File: src/rtl/wb_xbus.sv
// -----------------------------------------------------------------------------
// wb_xbus : shared-bus Wishbone crossbar, NUM_M masters onto NUM_S slaves.
//
// One master at a time owns the bus (round-robin, no preemption while its cyc
// is held). The owner's address/data/select/we are broadcast to all slaves,
// and cyc/stb go only to the slave whose base matches the top DEC_W address
// bits. The selected slave's data and terminations return combinationally to
// the owner. An owner strobe that hits no slave gets a one-cycle error pulse.
//
// Optional feature: define WB_XBUS_TIMEOUT_EN to build a bus watchdog that
// errors a strobe left unterminated for TIMEOUT cycles.
//
// Ports:
//   clk_i, rst_i                      clock, asynchronous active-high reset
//   m_adr_i/m_dat_i/m_sel_i/m_we_i    packed per-master request fields
//   m_cyc_i/m_stb_i                   per-master cycle / strobe
//   m_dat_o                           shared read data (0 when nothing selected)
//   m_ack_o/m_err_o/m_rty_o           per-master terminations (owner only)
//   s_adr_o/s_dat_o/s_sel_o/s_we_o    owner request broadcast to slaves
//   s_cyc_o/s_stb_o                   per-slave cycle / strobe (selected only)
//   s_dat_i/s_ack_i/s_err_i/s_rty_i   packed per-slave responses
// -----------------------------------------------------------------------------
module wb_xbus #(
    parameter int                     NUM_M   = 2,
    parameter int                     NUM_S   = 4,
    parameter int                     DEC_W   = 4,
    parameter logic [NUM_S*DEC_W-1:0] S_BASE  = {4'hF, 4'h5, 4'h4, 4'h0},
    parameter int                     TIMEOUT = 255
) (
    input  logic                  clk_i,
    input  logic                  rst_i,
    input  logic [NUM_M*32-1:0]   m_adr_i,
    input  logic [NUM_M*32-1:0]   m_dat_i,
    input  logic [NUM_M*4-1:0]    m_sel_i,
    input  logic [NUM_M-1:0]      m_we_i,
    input  logic [NUM_M-1:0]      m_cyc_i,
    input  logic [NUM_M-1:0]      m_stb_i,
    output logic [31:0]           m_dat_o,
    output logic [NUM_M-1:0]      m_ack_o,
    output logic [NUM_M-1:0]      m_err_o,
    output logic [NUM_M-1:0]      m_rty_o,
    output logic [31:0]           s_adr_o,
    output logic [31:0]           s_dat_o,
    output logic [3:0]            s_sel_o,
    output logic                  s_we_o,
    output logic [NUM_S-1:0]      s_cyc_o,
    output logic [NUM_S-1:0]      s_stb_o,
    input  logic [NUM_S*32-1:0]   s_dat_i,
    input  logic [NUM_S-1:0]      s_ack_i,
    input  logic [NUM_S-1:0]      s_err_i,
    input  logic [NUM_S-1:0]      s_rty_i
);

    localparam int GW = (NUM_M > 1) ? $clog2(NUM_M) : 1;
    localparam int SW = (NUM_S > 1) ? $clog2(NUM_S) : 1;

    typedef enum logic {IDLE, OWNED} state_t;

    state_t          state_q, state_d;
    logic [GW-1:0]   gnt_q, gnt_d;
    // Round-robin pointer; starts at NUM_M-1 so the first search begins at 0.
    logic [GW-1:0]   last_q, last_d;
    logic            gnt_vld;

    logic            req_found;
    logic [GW-1:0]   req_idx;
    logic [GW-1:0]   cand;

    logic [31:0]     o_adr, o_dat;
    logic [3:0]      o_sel;
    logic            o_we, o_cyc, o_stb;

    logic            hit;
    logic [SW-1:0]   sel;
    logic [31:0]     sel_dat;
    logic            sel_ack, sel_err, sel_rty;

    logic            derr_q;
    logic            to_hit;

    assign gnt_vld = (state_q == OWNED);

    // Next requester after the last owner, wrapping NUM_M-1 -> 0.
    always_comb begin
        req_found = 1'b0;
        req_idx   = '0;
        cand      = '0;
        for (int i = 1; i <= NUM_M; i++) begin
            cand = GW'((int'(last_q) + i) % NUM_M);
            if (!req_found && m_cyc_i[cand]) begin
                req_found = 1'b1;
                req_idx   = cand;
            end
        end
    end

    always_comb begin
        state_d = state_q;
        gnt_d   = gnt_q;
        last_d  = last_q;
        case (state_q)
            IDLE: begin
                if (req_found) begin
                    state_d = OWNED;
                    gnt_d   = req_idx;
                    last_d  = req_idx;
                end
            end
            OWNED: begin
                // Owner released: hand over on this same edge, or go idle.
                if (!m_cyc_i[gnt_q]) begin
                    if (req_found) begin
                        gnt_d  = req_idx;
                        last_d = req_idx;
                    end else begin
                        state_d = IDLE;
                    end
                end
            end
            default: state_d = IDLE;
        endcase
    end

    always_ff @(posedge clk_i or posedge rst_i) begin
        if (rst_i) begin
            state_q <= IDLE;
            gnt_q   <= '0;
            last_q  <= GW'(NUM_M - 1);
        end else begin
            state_q <= state_d;
            gnt_q   <= gnt_d;
            last_q  <= last_d;
        end
    end

    // Owner request mux.
    always_comb begin
        o_adr = '0;
        o_dat = '0;
        o_sel = '0;
        o_we  = 1'b0;
        o_cyc = 1'b0;
        o_stb = 1'b0;
        for (int i = 0; i < NUM_M; i++) begin
            if (gnt_vld && (GW'(i) == gnt_q)) begin
                o_adr = m_adr_i[i*32 +: 32];
                o_dat = m_dat_i[i*32 +: 32];
                o_sel = m_sel_i[i*4 +: 4];
                o_we  = m_we_i[i];
                o_cyc = m_cyc_i[i];
                o_stb = m_stb_i[i];
            end
        end
    end

    // Address decode; descending scan so the lowest matching slave wins.
    always_comb begin
        hit = 1'b0;
        sel = '0;
        for (int j = NUM_S - 1; j >= 0; j--) begin
            if (gnt_vld && (o_adr[31 -: DEC_W] == S_BASE[j*DEC_W +: DEC_W])) begin
                hit = 1'b1;
                sel = SW'(j);
            end
        end
    end

    always_comb begin
        sel_dat = '0;
        sel_ack = 1'b0;
        sel_err = 1'b0;
        sel_rty = 1'b0;
        for (int j = 0; j < NUM_S; j++) begin
            if (hit && (SW'(j) == sel)) begin
                sel_dat = s_dat_i[j*32 +: 32];
                sel_ack = s_ack_i[j] & o_cyc;
                sel_err = s_err_i[j] & o_cyc;
                sel_rty = s_rty_i[j] & o_cyc;
            end
        end
    end

    // Decode-error pulse; gating on !derr_q forces a low cycle between pulses.
    always_ff @(posedge clk_i or posedge rst_i) begin
        if (rst_i) begin
            derr_q <= 1'b0;
        end else begin
            derr_q <= gnt_vld && o_cyc && o_stb && !hit && !derr_q;
        end
    end

`ifdef WB_XBUS_TIMEOUT_EN
    logic [15:0] wd_cnt_q;
    logic        stalled;

    assign stalled = o_cyc && o_stb && hit && !(sel_ack || sel_err || sel_rty);
    // Fires in the TIMEOUT-th consecutive stalled cycle.
    assign to_hit  = stalled && (wd_cnt_q == 16'(TIMEOUT - 1));

    always_ff @(posedge clk_i or posedge rst_i) begin
        if (rst_i) begin
            wd_cnt_q <= '0;
        end else if (!stalled || to_hit) begin
            wd_cnt_q <= '0;
        end else begin
            wd_cnt_q <= wd_cnt_q + 16'd1;
        end
    end
`else
    assign to_hit = 1'b0;
`endif

    assign s_adr_o = o_adr;
    assign s_dat_o = o_dat;
    assign s_sel_o = o_sel;
    assign s_we_o  = o_we;
    assign m_dat_o = hit ? sel_dat : 32'd0;

    always_comb begin
        s_cyc_o = '0;
        s_stb_o = '0;
        for (int j = 0; j < NUM_S; j++) begin
            if (hit && (SW'(j) == sel)) begin
                s_cyc_o[j] = o_cyc;
                s_stb_o[j] = o_stb && !to_hit;
            end
        end
    end

    always_comb begin
        m_ack_o = '0;
        m_err_o = '0;
        m_rty_o = '0;
        for (int i = 0; i < NUM_M; i++) begin
            if (gnt_vld && (GW'(i) == gnt_q)) begin
                m_ack_o[i] = sel_ack;
                m_err_o[i] = sel_err || derr_q || to_hit;
                m_rty_o[i] = sel_rty;
            end
        end
    end

endmodule
File: config.mk
export PLATFORM = sky130hd
export DESIGN_NAME = wb_xbus
export DESIGN_NICKNAME = d
export VERILOG_FILES = /design/src/rtl/wb_xbus.sv
export SDC_FILE = /design/constraint.sdc
export NUM_CORES = 1
export LEC_CHECK = 0
export BUFFER_PORTS_ARGS = -buffer_cell sky130_fd_sc_hd__buf_2
export CAP_MARGIN = 15
export CORE_AREA = 2 2 155 157
export CTS_CLUSTER_SIZE = 20
export DETAILED_ROUTE_END_ITERATION = 8
export DIE_AREA = 0 0 157 159
export PLACE_DENSITY = 0.44
export SYNTH_ARGS = -nofsm -noshare
export SYNTH_HDL_FRONTEND = slang
export SYNTH_SLANG_ARGS = --single-unit
File: constraint.sdc
create_clock -name clk_i -period 2.5 [get_ports clk_i]
set_input_delay 0.375 -clock clk_i [delete_from_list [all_inputs] [get_ports clk_i]]
set_output_delay 0.375 -clock clk_i [all_outputs]
set_load 0.02 [all_outputs]
# Word-level counts from Yosys, hierarchy flattened
# Cells that the tools add are included.
# op_classes
bitwise,14
n_addsub,2
n_lt_le_gt_ge,3
mux,70
reduce_logical,21
eq_ne,7
# op_table
operator,count
two-way mux 32 bit,9
two-way mux 1 bit,52
logical AND 1 bit,15
bitwise AND 1 bit,12
"== test 4 x 3 -> 1 bit, second input constant",2
two-way mux 2 bit,4
two-way mux 4 bit,2
"< comparator 1 x 2 -> 1 bit, second input constant",3
case mux 1 bit (2 select lines),3
"== test 2 bit, first input constant",2
"== test 4 bit, second input constant",1
logical NOT 4 bit,1
logical NOT 1 bit,3
"adder 1 bit, second input constant",2
"== test 1 x 2 -> 1 bit, first input constant",1
logical NOT 2 bit,1
"inequality test 2 bit, second input constant",1
inverter 1 bit,2
logical OR 1 bit,1
# totals
input_bits,284
word_cells,121
output_inout_bits,115
reg_bits,4

# Depth between registers and ports, before layout
# Gate-level depths: netlist of the first run.
# logic_depth
ltp_word,18
depth_mapped,6

# Least setup slack after synthesis of the first run
# No wires, ideal clock.
# synth_timing
path_type,flip-flop to output port
start,register gnt_q
end,output port m_dat_o[10]
n_path_buf,1
setup_slack_ns,0.390
t_required_ns,2.125
stages_incl_launch_ff,6
t_arrival_ns,1.735
cell_sequence,dfrtp_1 or3_1 a21oi_4 nand2_4 buf_6 o21ai_1
# synth_via
elab_chain_len,17
# synth_rtl
element,line_no,source
start: declaration,60,"logic [GW-1:0] gnt_q, gnt_d;"
start signal: assignment,131,gnt_q <= gnt_d;
inverter 1 bit,145,if (gnt_vld && (GW'(i) == gnt_q)) begin
logical AND 1 bit,145,
two-way mux 32 bit,145,
two-way mux 32 bit *,145,
== test 4 bit,161,if (gnt_vld && (o_adr[31 -: DEC_W] == S_BASE[j*DEC_W +: DEC_W])) begin
logical AND 1 bit,161,
two-way mux 2 bit (4 in series),161,
logical NOT 2 bit,174,if (hit && (SW'(j) == sel)) begin
logical AND 1 bit,174,
two-way mux 32 bit (4 in series),174,
two-way mux 32 bit *,217,assign m_dat_o = hit ? sel_dat : 32'd0;
end: declaration,38,"output logic [31:0] m_dat_o,"
# Every way passes the cells marked *; elsewhere a longest branch is shown, timed or not.

# Worst setup path in the final report of the first run
# layout_timing
start,register gnt_q
end,output port m_dat_o[12]
# The elaborated chain is that of the path after synthesis.

==> metrics, run 1 <==
status finished clean; initial antenna violation count 2; DRT Wirelength 15200 um; WS Path Type flop to primary output; CP startpoint kind flop; r2r setup slk 650 ps; H-tree depth 1; Post-synth EDFFs 0; Total Routing Usage GR 11.0%; input/output buffers 398; Final min period 2420 ps; grt ovf 0; Core Area 23200 um2; Mapped Nets 634; CTS clk-pin slew, worst paths 30 ps; Num CTS Buffers 3; drt wl/cell 14.4 um; register bit total from synthesis 4; max cap viols 0; Root Buffer clkbuf_16; Mean Syn Cell Area 7.19 um2; M3 GR Usage 2.20%; final hold vios 0; Yosys warning count 0; pin count of the biggest net entering global routing 68; synthesized area 2520 um2; Via Count 4296; Area growth syn-to-layout 106%; die footprint 25000 um2; Top Usage Layer GRT met2; max-slew violations 0; clk_lat worst skew 230 ps; vias per cell 4.05; P_leak 3.01 nW; grt met2 use 20.6%; 1st-iter DRT viols 199; worst slew pin tran 496 ps; FF-to-FF Start gnt_q; number of global-route vias before repair 4064; Multi-input gate area 2260 um2; VDD IR max 0.000177 V; Power Density 330 nW/um2; die height 159 um; R2R Path End derr_q; CP Capture Type primary output; worst-path fanout max 32; Final Setup Violations 0; # fillers 2654; hpwl dp 12700 um; clk_skew 2.95 ps; nets 1026; Placer Congestion 0.839; DRC viols 0; fraction of layout cells with a size suffix above 1 59.9%; worst hold path class input port to async pin; Distinct cells, synth 45; first-pass GRT wire length 21600 um; clk buf depth 2; Seq/Total Area, Yosys 4.03%; dpl ws 180 ps; Final period util 96.6%; Pre-antenna DRT Iters 4; Die Width 157 um; Sink Count 4; initial core utilization 10.9%; Critical Path AT 2040 ps; antenna viol nets, final 0; Rel. slew slack 66.9%; maximum clock rate 0.414 GHz; total power 1.71 mW; sequential cell area 105 um2; Worst Slack Setup Final 84.1 ps; GR Util met1 12.4%; worst r2r path cells 6; WP data required 2120 ps; ys flop type dfrtp_1; Rows 56; # IOs 399; cells after synthesis 350; ys async rst share 100%; CTS tree built
## worst max path at each step
stage / start / endpoint / cells after the start / slack [ps]
final: gnt_q / m_dat_o[12] / 7 / 80
after floorplan: gnt_q / m_dat_o[10] / 5 / 390
after global placement: gnt_q / m_dat_o[19] / 5 / 190
after global routing: gnt_q / m_err_o[0] / 6 / -0.1
after CTS: gnt_q / m_dat_o[2] / 7 / 1
after detailed placement: gnt_q / m_dat_o[13] / 5 / 180
## Yosys cell counts (3+ instances only)
cell type  count  share of area, %
o32ai_1        4               1.4
nand2_1       12               1.8
clkbuf_1      10               1.5
mux2_2         3               1.3
buf_4          3              0.89
buf_2         15               3.0
a32oi_1       32                11
nor2_1        74                11
mux2i_1      100                40
o21ai_1       33               6.6
dfrtp_1        3               3.0
inv_1          5              0.75
o21ai_0        3              0.60
buf_6          4               1.8
nand3_1        5              0.99
a21oi_1        3              0.60
## worst max-delay path, stage by stage (launching register included)
cell and delay (ps):
dfrtp_4 510, buf_4 150, mux2_2 300, o21ai_2 200
buf_12 200, a32oi_1 150, o21ai_1 90, buf_2 170
## layer usage
layer  vias up  part of all wire, %
met1      1935                   39
met2       226                   51
met4         0                  1.6
li1       2117                    -
met5         -                    0
met3        18                  7.8
## report_power, final
part | internal, mW | switching [mW] | leakage [nW]
registers | 0.0797 | 0.0116 | 0.0449
logic | 0.602 | 0.752 | 2.93
clock network | 0.211 | 0.0500 | 0.0382
## flip-flops by register name, indices dropped and copies added, names as in the netlist
name	cells
last_q	1
derr_q	1
gnt_vld	1
gnt_q	1
## placed cells by master (no fill, tap or decap), types with 5 or more instances in the layout
cell     count
a32oi_1     32
buf_12       7
buf_2      381
buf_4       31
inv_1        5
mux2i_1    100
nand2_1     12
nand3_1      5
nor2_1      74
o21ai_1     32
## per-stage QoR
| stage | util (%) | hold WS (ps) | cell area (um2) | cells | setup TNS [ps] |
|---|---|---|---|---|---|
| after floorplan | - | 140 | 2520 | 350 | 0 |
| after global placement | 21.3 | 316 | 4950 | 1051 | 0 |
| after global routing | 22.3 | 89.5 | 5170 | 1061 | -0.213 |
| after CTS | 22.0 | 83.0 | 5110 | 1059 | 0 |
| final | 22.3 | 63.4 | 5170 | 1061 | 0 |
| after detailed placement | 21.3 | 324 | 4950 | 1051 | 0 |
## cell families (layout without fill, tap and decap cells)
family                 after synthesis  after routing  share of synthesized area, %
AND/OR/NAND/NOR                    108            108                          19.2
multiplexers                       103            103                          41.1
AO/OA/AOI/OAI                       95             95                          27.3
buffers and inverters               40            431                          8.35
flip-flops                           4              4                          4.03
other                                0              1                             0
## final cells by class
class	instances	share of cell area, %
timing repair buffer	420	44.6
sequential	4	2.03
tap	319	7.71
multi-input combinational	306	43.6
antenna	1	0.0484
inverter	7	0.508
clock buffer	4	1.52
## repair_timing
| item | 4_1_cts | 5_1_grt |
|---|---|---|
| endpoints found under the setup margin | 38 | 22 |
| cloned | 1 | 0 |
| hold buffers | 0 | 0 |
| buffers inserted | 3 | 1 |
| pin swaps | 1 | 1 |
| resized for setup | 5 | 20 |
Note: power is estimated with default switching activity, not from simulation.
==> run 2: changes to the inputs <==
==> constraint.sdc (replaced) <==
create_clock -name clk_i -period 2.3 [get_ports clk_i]
set_input_delay 0.345 -clock clk_i [delete_from_list [all_inputs] [get_ports clk_i]]
set_output_delay 0.345 -clock clk_i [all_outputs]
set_load 0.02 [all_outputs]
==> run 2 against run 1 <==
Effect of this change: the run now ends with setup timing left; design area rose by 9.1%; worst hold slack got worse by 23 ps; critical path depth is 1 higher; first-iteration DRC count fell by 9.5%; global-route usage is 0.95 points higher; non-clock buffer count up 16; clock skew is 3.1 ps higher; sequential share of layout area decreased by 0.17 points; register-to-register slack worse by 370 ps; highest routed layer is now met5.
==> metrics, run 2 (synthesis results as in run 1) <==
die footprint 25000 um2 (unchanged); Die Width 157 um (unchanged); switching pwr 953 uW (was 813 uW); fin area 5640 um2 (was 5170 um2); CTS clk-pin slew, worst paths 30 ps (about the same); DRC viols 0 (unchanged); grt ovf 0 (unchanged); slowest library cell on the worst path dfrtp_4 (unchanged); Min Hold Slack 40.0 ps (was 63.4 ps); drt wl/cell 15.9 um (was 14.4 um); final hold vios 0 (unchanged); fin cells 1077 (was 1061); setup TNS -3140 ps (was 0 ps); die height 159 um (unchanged); clk_skew 6.04 ps (was 2.95 ps); most frequent cells in the layout 360 x buf_2, 97 x mux2i_1, 72 x nor2_1 (was 381 x buf_2, 100 x mux2i_1, 74 x nor2_1); P_leak 3.18 nW (was 3.01 nW); Num CTS Buffers 3 (unchanged); clock share of power 13.9% (was 15.3%); maximum clock rate 0.412 GHz; initial core utilization 10.9% (unchanged); number of global-route vias before repair 4372 (was 4064); max-slew violations 0 (unchanged); slowest stage delay, CP 490 ps (was 510 ps); worst slew pin tran 509 ps (was 496 ps); initial antenna violation count 2 (unchanged); DRT Wirelength 17200 um (was 15200 um); highest metal used met5 (was met4); RSZ-0062 raised after global routing yes; FF-to-FF Start gnt_q (unchanged); violated checks setup timing; clk buf depth 2 (unchanged); VDD IR max 0.000164 V (was 0.000177 V); internal power 1.08 mW (was 893 uW); worst r2r path cells 8 (was 6); hold bufs inserted after CTS 0 (unchanged); H-tree depth 1 (unchanged); Area growth syn-to-layout 124% (was 106%); worst hold path class input port to async pin (unchanged); Placer Congestion 0.873 (was 0.839); pin count of the biggest net entering global routing 68 (unchanged); first-pass GRT wire length 23400 um (was 21600 um); CP Cell Sequence buf_12 -> nand4b_1 -> a221oi_4 -> buf_4 -> clkbuf_16 -> a32oi_1 -> o21ai_1 -> buf_4 (was buf_4 -> mux2_2 -> o21ai_2 -> buf_12 -> a32oi_1 -> o21ai_1 -> buf_2); input/output buffers 398 (unchanged); Final Setup Violations 35 (was 0); Rows 56 (unchanged); Critical Path AT 2080 ps (was 2040 ps); switching share of power 46.9% (was 47.7%); sequential cell area 105 um2 (unchanged); Placed Area 5000 um2 (was 4950 um2); Flop pwr share 4.8% (was 5.4%); Via Count 4354 (was 4296); Power Density 360 nW/um2 (was 330 nW/um2); Rel. slew slack 66.1% (was 66.9%); # fillers 2605 (was 2654); Core Area 23200 um2 (unchanged); Worst Slack Setup Final -130 ps (was 84.1 ps); status complete, but fails checks (was finished clean); 1st-iter DRT viols 180 (was 199); CP startpoint kind flop (unchanged); met3 wire length 1280 um (was 1190 um); DRT met1 WL 6860 um (was 5970 um); fraction of layout cells with a size suffix above 1 63.3% (was 59.9%); max cap viols 0 (unchanged); Inst Count DP 1057 (was 1051); nets 1042 (was 1026); Combinational Power Share 81.2% (was 79.4%); Final min period 2430 ps; most used cell, CP buf_4; dpl ws 61.2 ps (was 180 ps); Pre-antenna DRT Iters 5 (was 4); Root Buffer clkbuf_16 (unchanged); fin util 24.3% (was 22.3%); antenna viol nets, final 0 (unchanged); Sink Count 4 (unchanged); Multi-input gate area 2370 um2 (was 2260 um2); CP Capture Type primary output (unchanged); vias per cell 4.04 (was 4.05); total power 2.03 mW (was 1.71 mW); r2r setup slk 280 ps (was 650 ps); # IOs 399 (unchanged); worst-path fanout max 16 (was 32); Total Routing Usage GR 12.0% (was 11.0%); hpwl dp 13000 um (was 12700 um); Final period util 106%; WL met2 8770 um (was 7830 um); clk_lat worst skew 230 ps (about the same); WP data required 1960 ps (was 2120 ps); commonest non-fill, non-tap cell in the layout buf_2 (unchanged); R2R Path End derr_q (unchanged); CTS tree built (unchanged); WS Path Type flop to primary output (unchanged)
run 2: worst max-delay path: cells and delay by family (launching register included):
family	cells	cell delay, ps
buffers and inverters	4	660
AO/OA/AOI/OAI	3	470
AND/OR/NAND/NOR	1	240
flip-flops	1	490
run 2: area by class of cell:
cell class,instances,area share [%]
Antenna cell,1,0.0443
Clock buffer,4,1.40
Inverter,7,0.466
Multi-Input combinational cell,306,41.9
Sequential cell,4,1.86
Tap cell,319,7.07
Timing Repair Buffer,436,47.2
run 2: timing repair:
item                       CTS  global route
setup endpoints to repair   43            80
pin swaps                    8             7
setup buffers                6             3
gates resized for setup     65            27
gates cloned                 3             4
run 2: power groups by stage:
| stage | sequential [mW] | combinational (mW) | clock [mW] |
|---|---|---|---|
| after floorplan | 0.0925 | 0.840 | 0 |
| after global placement | 0.0978 | 1.45 | 0 |
| after detailed placement | 0.0992 | 1.45 | 0 |
| after CTS | 0.0986 | 1.60 | 0.286 |
| after global routing | 0.100 | 1.77 | 0.293 |
| final | 0.0982 | 1.65 | 0.283 |
run 2: worst max-delay path by stage:
stage,cells after the start,start,slack (ps),end
5_1_grt,8,gnt_q,-200,m_dat_o[30]
6_report,8,gnt_q,-130,m_dat_o[10]
3_3_place_gp,6,gnt_q,90,m_dat_o[19]
3_5_place_dp,6,gnt_q,60,m_ack_o[1]
4_1_cts,7,gnt_q,-100,m_dat_o[19]
2_1_floorplan,5,gnt_q,220,m_dat_o[10]
run 2: layer usage:
metal | vias up | GRT usage (%)
met3 | 16 | 2.53
met4 | 2 | 3.38
li1 | 2145 | -
met2 | 236 | 22.5
met5 | - | 0
met1 | 1955 | 13.4
